## config.mk

```make
export PLATFORM = sky130hd
export DESIGN_NAME = usb_rx_timer
export DESIGN_NICKNAME = d
export VERILOG_FILES = /design/src/rtl/usb_rx_timer_pkg.sv /design/src/rtl/sync_flex_counter.sv /design/src/rtl/usb_rx_timer.sv
export SDC_FILE = /design/constraint.sdc
export NUM_CORES = 1
export LEC_CHECK = 0
export CORE_AREA = 2 2 39 41
export DETAILED_ROUTE_END_ITERATION = 10
export DIE_AREA = 0 0 41 43
export PLACE_DENSITY = 0.59
export SYNTH_ARGS = -nofsm -noshare
export SYNTH_HDL_FRONTEND = slang
export SYNTH_SLANG_ARGS = --single-unit
```

## constraint.sdc

```tcl
create_clock -name clk -period 4.2 [get_ports clk]
set_input_delay 0.84 -clock clk [delete_from_list [all_inputs] [get_ports clk]]
set_output_delay 0.84 -clock clk [all_outputs]
set_load 0.01 [all_outputs]
```

## src/rtl/usb_rx_timer_pkg.sv

```systemverilog
`default_nettype none
// ============================================================================
// Module      : usb_rx_pkg
// Description : Shared types and USB timing constants for the RX timer. The
//               constants are the same values the TX side uses.
// Revision    : 1.0 - initial release
// ============================================================================
package usb_rx_pkg;

  // Two-state timer controller: waiting for the first line edge, or running
  typedef enum logic {
    IDLE = 1'b0,
    RUN  = 1'b1
  } rx_tmr_state_t;

  localparam int USB_CLKS_PER_BIT  = 8;
  localparam int USB_BITS_PER_BYTE = 8;

endpackage
`default_nettype wire

```

## src/rtl/sync_flex_counter.sv

```systemverilog
`default_nettype none
// ============================================================================
// Module      : sync_flex_counter
// Description : Up-counter with a programmable wrap value. A synchronous clear
//               has priority over the count enable. The count goes from 0 to
//               i_rollover_val and then wraps to 0.
// Ports       : clk             - clock, rising edge
//               rst             - synchronous reset, active-high
//               i_clear         - synchronous clear to 0, priority over enable
//               i_enable        - advance the count by one
//               i_rollover_val  - last value before wrapping to 0
//               o_count         - current count
//               o_rollover_flag - count currently equals i_rollover_val
// Revision    : 1.0 - initial release
// ============================================================================
module sync_flex_counter #(
  parameter int WIDTH = 4
) (
  input  logic             clk,
  input  logic             rst,
  input  logic             i_clear,
  input  logic             i_enable,
  input  logic [WIDTH-1:0] i_rollover_val,
  output logic [WIDTH-1:0] o_count,
  output logic             o_rollover_flag
);

  logic [WIDTH-1:0] r_count;
  logic             w_at_rollover;

  assign w_at_rollover = (r_count == i_rollover_val);

  always_ff @(posedge clk) begin
    if (rst) begin
      r_count <= '0;
    end else if (i_clear) begin
      r_count <= '0;
    end else if (i_enable) begin
      if (w_at_rollover) begin
        r_count <= '0;
      end else begin
        r_count <= r_count + 1'b1;
      end
    end
  end

  assign o_count         = r_count;
  assign o_rollover_flag = w_at_rollover;

endmodule
`default_nettype wire

```

## src/rtl/usb_rx_timer.sv

```systemverilog
`default_nettype none
// ============================================================================
// Module      : usb_rx_timer
// Description : Receive-side bit/byte timing. Recovers the bit phase from line
//               transitions, pulses o_shift_enable at the sample point of
//               each bit, counts non-stuffed bits and pulses o_byte_received
//               once per byte.
// Ports       : clk             - system clock, rising edge
//               rst             - synchronous reset, active-high
//               i_rcving        - packet reception in progress
//               i_d_edge        - 1-cycle pulse, line transition seen
//               i_stuff_skip    - sampled bit is a stuffed bit (with shift)
//               o_shift_enable  - 1-cycle pulse at the bit sample point
//               o_byte_received - 1-cycle pulse, a full byte was counted
//               o_bit_count     - counted bits in the current byte
//               o_timer_active  - timer is in the RUN state
// Revision    : 1.0 - initial release
// ============================================================================
module usb_rx_timer
  import usb_rx_pkg::*;
#(
  parameter int CLKS_PER_BIT  = USB_CLKS_PER_BIT,
  parameter int SAMPLE_POINT  = 3,
  parameter int BITS_PER_BYTE = USB_BITS_PER_BYTE
) (
  input  logic       clk,
  input  logic       rst,
  input  logic       i_rcving,
  input  logic       i_d_edge,
  input  logic       i_stuff_skip,
  output logic       o_shift_enable,
  output logic       o_byte_received,
  output logic [3:0] o_bit_count,
  output logic       o_timer_active
);

  localparam int PHASE_W = (CLKS_PER_BIT > 1) ? $clog2(CLKS_PER_BIT) : 1;

  localparam logic [PHASE_W-1:0] c_PHASE_MAX    = PHASE_W'(CLKS_PER_BIT - 1);
  localparam logic [PHASE_W-1:0] c_PHASE_SAMPLE = PHASE_W'(SAMPLE_POINT);
  localparam logic [3:0]         c_BIT_MAX      = 4'(BITS_PER_BYTE - 1);

  rx_tmr_state_t      r_state;
  logic               r_byte_received;

  logic               w_run;
  logic [PHASE_W-1:0] w_phase;
  logic               w_phase_clear;
  logic               w_phase_wrap_unused;
  logic               w_shift_enable;
  logic               w_bit_enable;
  logic               w_bit_clear;
  logic [3:0]         w_bit_count;
  logic               w_bit_last;

  assign w_run = (r_state == RUN);

  // An edge resyncs the phase to 0; dropping rcving parks it at 0. While in
  // IDLE the counter is held, so the edge that starts a packet leaves it at 0.
  // An edge at the last phase lands on 0 exactly like a normal wrap.
  assign w_phase_clear = i_d_edge | ~i_rcving;

  sync_flex_counter #(
    .WIDTH (PHASE_W)
  ) u_phase_cnt (
    .clk             (clk),
    .rst             (rst),
    .i_clear         (w_phase_clear),
    .i_enable        (w_run),
    .i_rollover_val  (c_PHASE_MAX),
    .o_count         (w_phase),
    .o_rollover_flag (w_phase_wrap_unused)
  );

  // Decoded purely from registers, so an edge arriving in the sample cycle
  // cannot suppress that cycle's pulse.
  assign w_shift_enable = w_run && (w_phase == c_PHASE_SAMPLE);

  // Stuffed bits are not counted; stuff_skip only matters at the sample point.
  assign w_bit_enable = w_shift_enable & ~i_stuff_skip;
  // Leaving reception discards the partial byte, even over a pending shift.
  assign w_bit_clear  = ~i_rcving;

  sync_flex_counter #(
    .WIDTH (4)
  ) u_bit_cnt (
    .clk             (clk),
    .rst             (rst),
    .i_clear         (w_bit_clear),
    .i_enable        (w_bit_enable),
    .i_rollover_val  (c_BIT_MAX),
    .o_count         (w_bit_count),
    .o_rollover_flag (w_bit_last)
  );

  always_ff @(posedge clk) begin
    if (rst) begin
      r_state         <= IDLE;
      r_byte_received <= 1'b0;
    end else begin
      case (r_state)
        IDLE: begin
          if (i_rcving && i_d_edge) begin
            r_state <= RUN;
          end
        end
        RUN: begin
          if (!i_rcving) begin
            r_state <= IDLE;
          end
        end
        default: begin
          r_state <= IDLE;
        end
      endcase
      // Byte completes when the last counted bit is sampled; a completion
      // in the same cycle reception ends is dropped with the partial byte.
      r_byte_received <= w_bit_enable & w_bit_last & i_rcving;
    end
  end

  assign o_shift_enable  = w_shift_enable;
  assign o_byte_received = r_byte_received;
  assign o_bit_count     = w_bit_count;
  assign o_timer_active  = w_run;

endmodule
`default_nettype wire
```

Word level (Yosys, flattened, before mapping)
Index checks and enable logic that the tools add are counted.

word-level totals
  register bits = 9
  input bits = 5
  output and inout port bits = 7
  logic and storage cells = 25

operators by class
  $add $sub $neg = 2
  equality and inequality tests = 3
  muxes and demuxes = 5
  bitwise logic cells = 7
  reductions and logical operators = 4

operators with widths
  operator               number
  $add A4 B1 Y4 const B  1
  $eq A4 B3 Y1 const B   1
  $mux W4                1
  $reduce_or A2 Y1       2
  $add A3 B1 Y3 const B  1
  $and A1 B1 Y1          3
  $eq A3 B2 Y1 const B   1
  $eq A3 B3 Y1 const B   1
  $mux W3                1
  $not A1 Y1             3
  $logic_and A1 B1 Y1    2
  $mux W1                2
  $pmux W1 S2            1
  $or A1 B1 Y1           1

Longest topological paths before layout
Gate-level depths: netlist of run 1.

  word-level depth = 5
  gate-level depth with buffers = 5
  depth with buffers taken out = 5

Hierarchy
A second synthesis of run 1 with hierarchy kept.

unflattened totals
  cells, all modules = 63
  area total of the unflattened synthesis = 621.8 um^2

by module, submodules not included
  module                            instances  cells an instance  area each (um^2)  seq. area each (um^2)
  sync_flex_counter at u_bit_cnt    1          28                 307.8             80.1
  sync_flex_counter at u_phase_cnt  1          21                 186.4             60.1
  usb_rx_timer                      1          14                 127.6             40.0

Least setup slack after synthesis of run 1
Ideal clock, no wire load.

  kind = reg2out
  start = reg u_phase_cnt.r_count[0] (netlist: u_phase_cnt.o_count[0])
  end = out o_shift_enable
  arrival time = 948 ps
  data required time = 3360 ps
  setup slack = 2412 ps
  cell stages (with the launch flop) = 4
  path buffers = 0
  cell sequence = dfxtp_1 ha_1 ha_1 and2_2

between the ends
  longest elaborated chain between the ends = 2

RTL lines
  item                    line                     text
  start, declared         sync_flex_counter.sv:28  logic [WIDTH-1:0] r_count;
  start signal, assigned  sync_flex_counter.sv:42  r_count <= r_count + 1'b1;
  $eq A3 B2 Y1            usb_rx_timer.sv:77       assign w_shift_enable = w_run && (w_phase == c_PHASE_SAMPLE);
  $logic_and A1 B1 Y1     usb_rx_timer.sv:77
  end, declared           usb_rx_timer.sv:31       output logic o_shift_enable,

Every way passes these cells.

Worst setup path in the final report of run 1
Ends and elaborated chain as after synthesis.

==> results by group, run 1 <==
Timing
  • Tcrit/Tclk final: 60.4%
  • Final Slew Violations: 0
  • Maximum clock frequency: 0.395 GHz
  • RSZ-0062 raised after global routing: false
  • Setup slack after layout: 1.67 ns
  • Slew @ Worst Pin: approximately 0.37 ns
  • Final hold viol count: 0
  • Max-slew headroom: approximately three quarters
  • Worst hold slack: 0.505 ns
  • # setup viols final: 0
  • Skew final: roughly 0.0013 ns
  • TNS Setup: 0 ns
  • Min cycle time layout: 2.53 ns

Power and ir drop
  • Max VDD drop: 0.0895 mV
  • Comb pwr share: 5.6%
  • Sw Ratio: 21.0%
  • Sequential power share: a little over half
  • Internal cell power: 0.128 mW
  • Sw power: 0.0342 mW
  • Power Dens Cells: ~290 nW/um^2
  • Clk network pwr share: 40.5%
  • Power Total: between 0.15 and 0.2 mW
  • Leak Pwr: roughly 0.24 nW

Flow run
  • Max_cap viols: 0

Synth
  • Synthesis Warnings: 0
  • Net Count, Synth: 51
  • Yosys top cell by area: dfxtp_1
  • Most common cell in the netlist: dfxtp_1
  • Synth Flop Type: dfxtp_1
  • Ys async rst share: 0%
  • Yosys reg bits: 9
  • Yosys top cell area share: 42.5%
  • Register area share after synthesis: 42.5%
  • Synth unique cells: 21
  • Syn_area_per_cell: 10.1 sq um
  • Syn Inst Count: 42
  • Synth Cell Area: 424 sq um
  • Post-synth EDFFs: 0
  • Synth cell count leaders: dfxtp_1 (9), nor2_1 (6), ha_1 (4)
  • Area contributors post-synth: dfxtp_1 (42%), ha_1 (12%), mux2i_1 (7.1%), nor2_1 (5.3%), nand3b_4 (4.7%)

Die
  • Io pins: 12
  • Die Y: 43 um
  • Placeable core region: 1380 sq um
  • # rows: 14
  • Initial Util: 30.7%
  • Die Area: about 1800 sq um
  • Die Wd: 41 um

Clock tree
  • Root Driver: clkbuf_4
  • H-tree depth: 1
  • Postcts setup bufs: 0
  • Clock Path Buffers: 2
  • Post-CTS sizing: 0
  • Cts hold-fix bufs: 0
  • CTS Buf Count: 3
  • Clk_lat worst skew: 0.26 ns
  • Reg clk slew, reported paths: 0.06 ns
  • CTS tree: yes
  • Clock sinks: 9

Setup path
  • CP top delay family: buffers and inverters
  • WP data arrival: 1.69 ns
  • CP most frequent cell: ha_1
  • Worst setup EP type: primary output
  • Cell Chain, Critical Path: ha_1 -> ha_1 -> and2_2 -> clkdlybuf4s50_1
  • Critical R2R Launch: u_phase_cnt.o_count[0]
  • Crit-path max FO: 3
  • Slowest cell on crit path: clkdlybuf4s50_1
  • Reg-to-reg slack, setup: 2.64 ns
  • FF-to-FF End: u_bit_cnt.o_count[3]
  • Startpoint types: flop
  • Reg2reg path depth: 5
  • Max incr delay on CP: between 0.4 and 0.5 ns
  • WS Path Type: flop to primary output
  • Crit path buffers/inverters: 1
  • Worst path required time: about 3.4 ns

GRT
  • Grt total ovfl: 0
  • Largest net degree at the start of global routing: 10
  • Vias in the first global route: 320
  • Antenna violations before repair: 0
  • GRT Total Usage: 12.0%
  • First-pass GRT wire length: 1350 um

Hold path
  • Endpoint, Worst Hold: u_bit_cnt.o_count[0]
  • Min-delay src: u_bit_cnt.o_count[0]
  • HP Class: flop to flop
  • Hold Path Depth: 2

Placed design
  • Port bufs: 11
  • GPL Wtd Cong: 0.673
  • Detailed-placement wirelength estimate: 528 um
  • Setup WS pre-CTS: 1.94 ns

Routing
  • Vias per cell: roughly 4.7
  • Via count: 335
  • DRT antenna net count: 0
  • Routed WL: around 700 um
  • Drt wl/cell: 9.86 um
  • DR DRC count: 0
  • 1st-pass router iterations: 4
  • Detailed router's first-iteration violation count: 6

Finish
  • Ant. Diodes: 0
  • Share of cells above drive strength 1: 10.9%
  • Number of nets in the layout: 65
  • Area Growth Syn to Fin: 33.3%

Status
  • Status: finished clean
## sequential cells by signal (all words and copies together), names as in the netlist
name	cells
u_bit_cnt.o_count	4
u_phase_cnt.o_count	3
o_byte_received	1
o_timer_active	1
## layout make-up
class	count	area, sq um
fill	153	818
multi-input combinational	30	225
sequential	9	180
timing repair buffer	11	110
clock buffer	4	26.3
tap	16	20.0
inverter	1	3.75
## routing by layer
metal	GRT usage, %	wire length [um]
met1	15.6	346
met2	14.7	312
met3	3.14	30
met5	0	0
met4	12.0	11
## cells by family after synthesis
family	count (synthesis)	synth area share, %
xor gates and xnor gates	1	2.07
AOI/OAI and AO/OA	4	5.60
DFF	9	42.5
adders and majority gates	4	11.8
muxes	3	7.08
buffers and inverters	3	4.42
and+or+nand+nor	18	26.5
## worst max path at each step
| stage | depth (start not counted) | slack [ns] | startpoint | end |
|---|---|---|---|---|
| 2_1_floorplan | 3 | 2.41 | u_phase_cnt.o_count[0] | o_shift_enable |
| 3_3_place_gp | 4 | 1.96 | u_phase_cnt.o_count[0] | o_shift_enable |
| 3_5_place_dp | 4 | 1.94 | u_phase_cnt.o_count[0] | o_shift_enable |
| 4_1_cts | 4 | 1.65 | u_phase_cnt.o_count[0] | o_shift_enable |
| 5_1_grt | 4 | 1.57 | u_phase_cnt.o_count[0] | o_shift_enable |
| 6_report | 4 | 1.67 | u_phase_cnt.o_count[0] | o_shift_enable |
## metrics by stage
step / utilization [%] / std cells / cell area, sq um
after detailed placement: 39.0 / 67 / 539
final: 40.9 / 71 / 566
after global routing: 40.9 / 71 / 566
after global placement: 39.0 / 67 / 539
after floorplan: - / 42 / 424
after CTS: 40.9 / 71 / 566
## worst reg2reg max path, delay by kind of cell, from the launching register on
family,cells,cell delay (ns)
AOI/OAI and AO/OA,1,0.13
DFF,1,0.35
adders and majority gates,2,0.40
and+or+nand+nor,2,0.60
## layout by cell type, fill, tap and decap left out
master           Yosys  layout
a2111oi_0            1       1
a21oi_1              2       2
and2_2               1       1
clkbuf_1             1       1
clkbuf_4             0       3
clkdlybuf4s50_1      0      11
dfxtp_1              9       9
ha_1                 4       4
inv_1                1       1
mux2i_1              3       3
nand2_1              1       1
nand2b_1             1       1
nand3_1              1       1
nand3b_1             1       1
nand3b_4             1       1
nand4b_1             1       1
nor2_1               6       6
nor3_1               3       3
o21ai_0              1       1
or3b_2               1       1
or4_1                1       1
xor2_1               1       1
## power groups by stage
stage | sequential [mW] | combinational (mW) | clock [mW]
finish | 0.0876 | 0.00909 | 0.0659
global route | 0.0877 | 0.0104 | 0.0757
CTS | 0.0876 | 0.00923 | 0.0694
detailed placement | 0.0896 | 0.00915 | 0
global placement | 0.0896 | 0.00917 | 0
floorplan | 0.0887 | 0.00539 | 0
No activity file was read; power rests on OpenSTA's default activity.
==> inputs of run 2 (changes only) <==
==> constraint.sdc (replaced) <==
create_clock -name clk -period 2.6 [get_ports clk]
set_input_delay 0.52 -clock clk [delete_from_list [all_inputs] [get_ports clk]]
set_output_delay 0.52 -clock clk [all_outputs]
set_load 0.01 [all_outputs]
==> results of run 2 <==
Same layout as run 1 (identical final DEF). Status: finished clean.
Main changes from that run: setup slack after placement 1.94 ns -> 0.660 ns; setup slack after layout 1.67 ns -> 0.385 ns; register-to-register setup slack 2.64 ns -> 1.04 ns; total power 0.163 mW -> 0.263 mW; worst IR drop on VDD 0.0895 mV -> 0.145 mV
==> variant, RTL diff (settings of run 2) <==
Change the package constant `USB_CLKS_PER_BIT` from 8 to 4.
--- a/src/rtl/usb_rx_timer_pkg.sv
+++ b/src/rtl/usb_rx_timer_pkg.sv
@@ -13,7 +13,7 @@
     RUN  = 1'b1
   } rx_tmr_state_t;
 
-  localparam int USB_CLKS_PER_BIT  = 8;
+  localparam int USB_CLKS_PER_BIT  = 4;
   localparam int USB_BITS_PER_BYTE = 8;
 
 endpackage
Behaviour: not the same (Yosys sat finds a counterexample within 10 cycles, from zero or initial values and one cycle with rst high).
==> variant against run 2 <==
- power is 11% lower
- combinational power decreased by 5%
- worst setup slack better by 0.15 ns
- sequential cell count shrank 1
- global-route usage fell by 2.5 points
- core utilization shrank 4.1 points
- final area fell by 10%
- routed wire length shrank 7.9%
- synthesized cell count fell by 12%
- area after synthesis shrank 15%
- hold slack worse by 0.0051 ns
- clock skew about the same
- fmax increased by 7.1%
- clock power down 13%
==> variant: results (changes against run 2) <==
Detail Placement HPWL 486.5 um (-7.9%); pin count of the biggest net entering global routing 9 (-1); outcome completed; number of global-route vias before repair 265 (-17%); H-Tree Depth 1 (unchanged); Layout Cells excl Fill 66 (-7.0%); DP Cell Count 63 (-6.0%); worst vdd ir 222.8 uV (+54%); worst hold path depth 1 (-1); cell leakage power 0.2129 nW (-11%); Netlist cell types 20 (-4.8%); r2r worst-path depth 4 (-1); nets@finish 59 (-9.2%); DR vias/cell 4.636 (-1.7%); most instantiated cells after synthesis 8 x dfxtp_1, 4 x nor2_1, 3 x a21oi_1; Final Skew 0.0008915 ns (-0.0004455 ns); CP arrival 1.55 ns (-0.14 ns); Wirelength per Cell 9.773 um (-0.88%); Slew HR 0.7835 (+0.02741); Hold Path Origin u_bit_cnt.o_count[3]; Total Routing Usage GR 0.09457 (-0.02527); Avg Cell Area, Syn 9.739 sq um (-3.6%); critical path fanouts, max 4 (+1); first-pass GRT wire length 1062 um (-21%); worst reg2reg setup slack 1.16 ns (+0.12 ns); GP Congestion 0.6822 (+1.4%); Hold Path End o_byte_received; Initial DRC Count 1 (-5); syn nets 44 (-14%); layout cell share with drive strength beyond 1 0.1200 (+0.01091); fillcell total 142 (-7.2%); largest cells by area after synthesis dfxtp_1 44%, ha_1 6.9%, mux2i_1 5.6%; antenna violations before repair 0 (unchanged)
[variant: worst max-delay path: stages, from the launching register on]
cell	delay, ns
dfxtp_1	0.35
ha_1	0.26
and2_2	0.16
clkdlybuf4s50_1	0.52
[variant: layout make-up]
class / instances / area share
Multi-Input combinational cell: 26 / 0.3710
Timing Repair Buffer: 11 / 0.2162
Tap cell: 16 / 0.03931
Sequential cell: 8 / 0.3145
Inverter: 2 / 0.01474
Clock buffer: 3 / 0.04423
[variant: how the worst max path moves through the flow]
stage                                 from                   end  slack [ns]  cells past startpoint
detailed placement            i_stuff_skip  u_bit_cnt.o_count[3]        0.77                      4
finish              u_phase_cnt.o_count[0]        o_shift_enable        0.53                      3
CTS                 u_phase_cnt.o_count[0]        o_shift_enable        0.51                      3
floorplan                     i_stuff_skip  u_bit_cnt.o_count[3]        1.24                      3
global route        u_phase_cnt.o_count[0]        o_shift_enable        0.48                      3
global placement              i_stuff_skip  u_bit_cnt.o_count[3]        0.79                      4
[variant: per-layer routing]
layer / global-route usage / routed length [um] / share of wire / up-vias
li1: - / - / - / 162
met1: 0.1036 / 282 / 0.44 / 130
met5: 0 / 0 / 0 / -
met2: 0.1375 / 298 / 0.46 / 12
met3: 0.06283 / 50 / 0.078 / 2
met4: 0.04000 / 13 / 0.020 / 0
[variant: cell families after synthesis]
family,after synthesis,synth area share
XOR/XNOR,1,0.02431
flip-flops,8,0.4444
AND/OR/NAND/NOR,16,0.2882
adder cells (fa/ha/maj),2,0.06943
AO/OA/AOI/OAI,5,0.08678
multiplexers,2,0.05556
buffers and inverters,3,0.03125
[variant: power breakdown]
part           switching (mW)  leakage (nW)  internal [mW]
clock network          0.0407        0.0138         0.0527
registers             0.00209        0.0646          0.124
logic                 0.00475         0.135        0.00913
total                  0.0476         0.213          0.186
[variant: through the flow]
stage	util	total power, mW	setup WS, ns	area [sq um]	hold slack (ns)
after floorplan	-	0.1337	1.241	360.3	0.4990
after global placement	0.3517	0.1421	0.7886	486.7	0.4968
after detailed placement	0.3517	0.1423	0.7705	486.7	0.5058
after CTS	0.3680	0.2383	0.5138	509.2	0.5153
after global routing	0.3680	0.2476	0.4783	509.2	0.5283
final	0.3680	0.2331	0.5322	509.2	0.4994
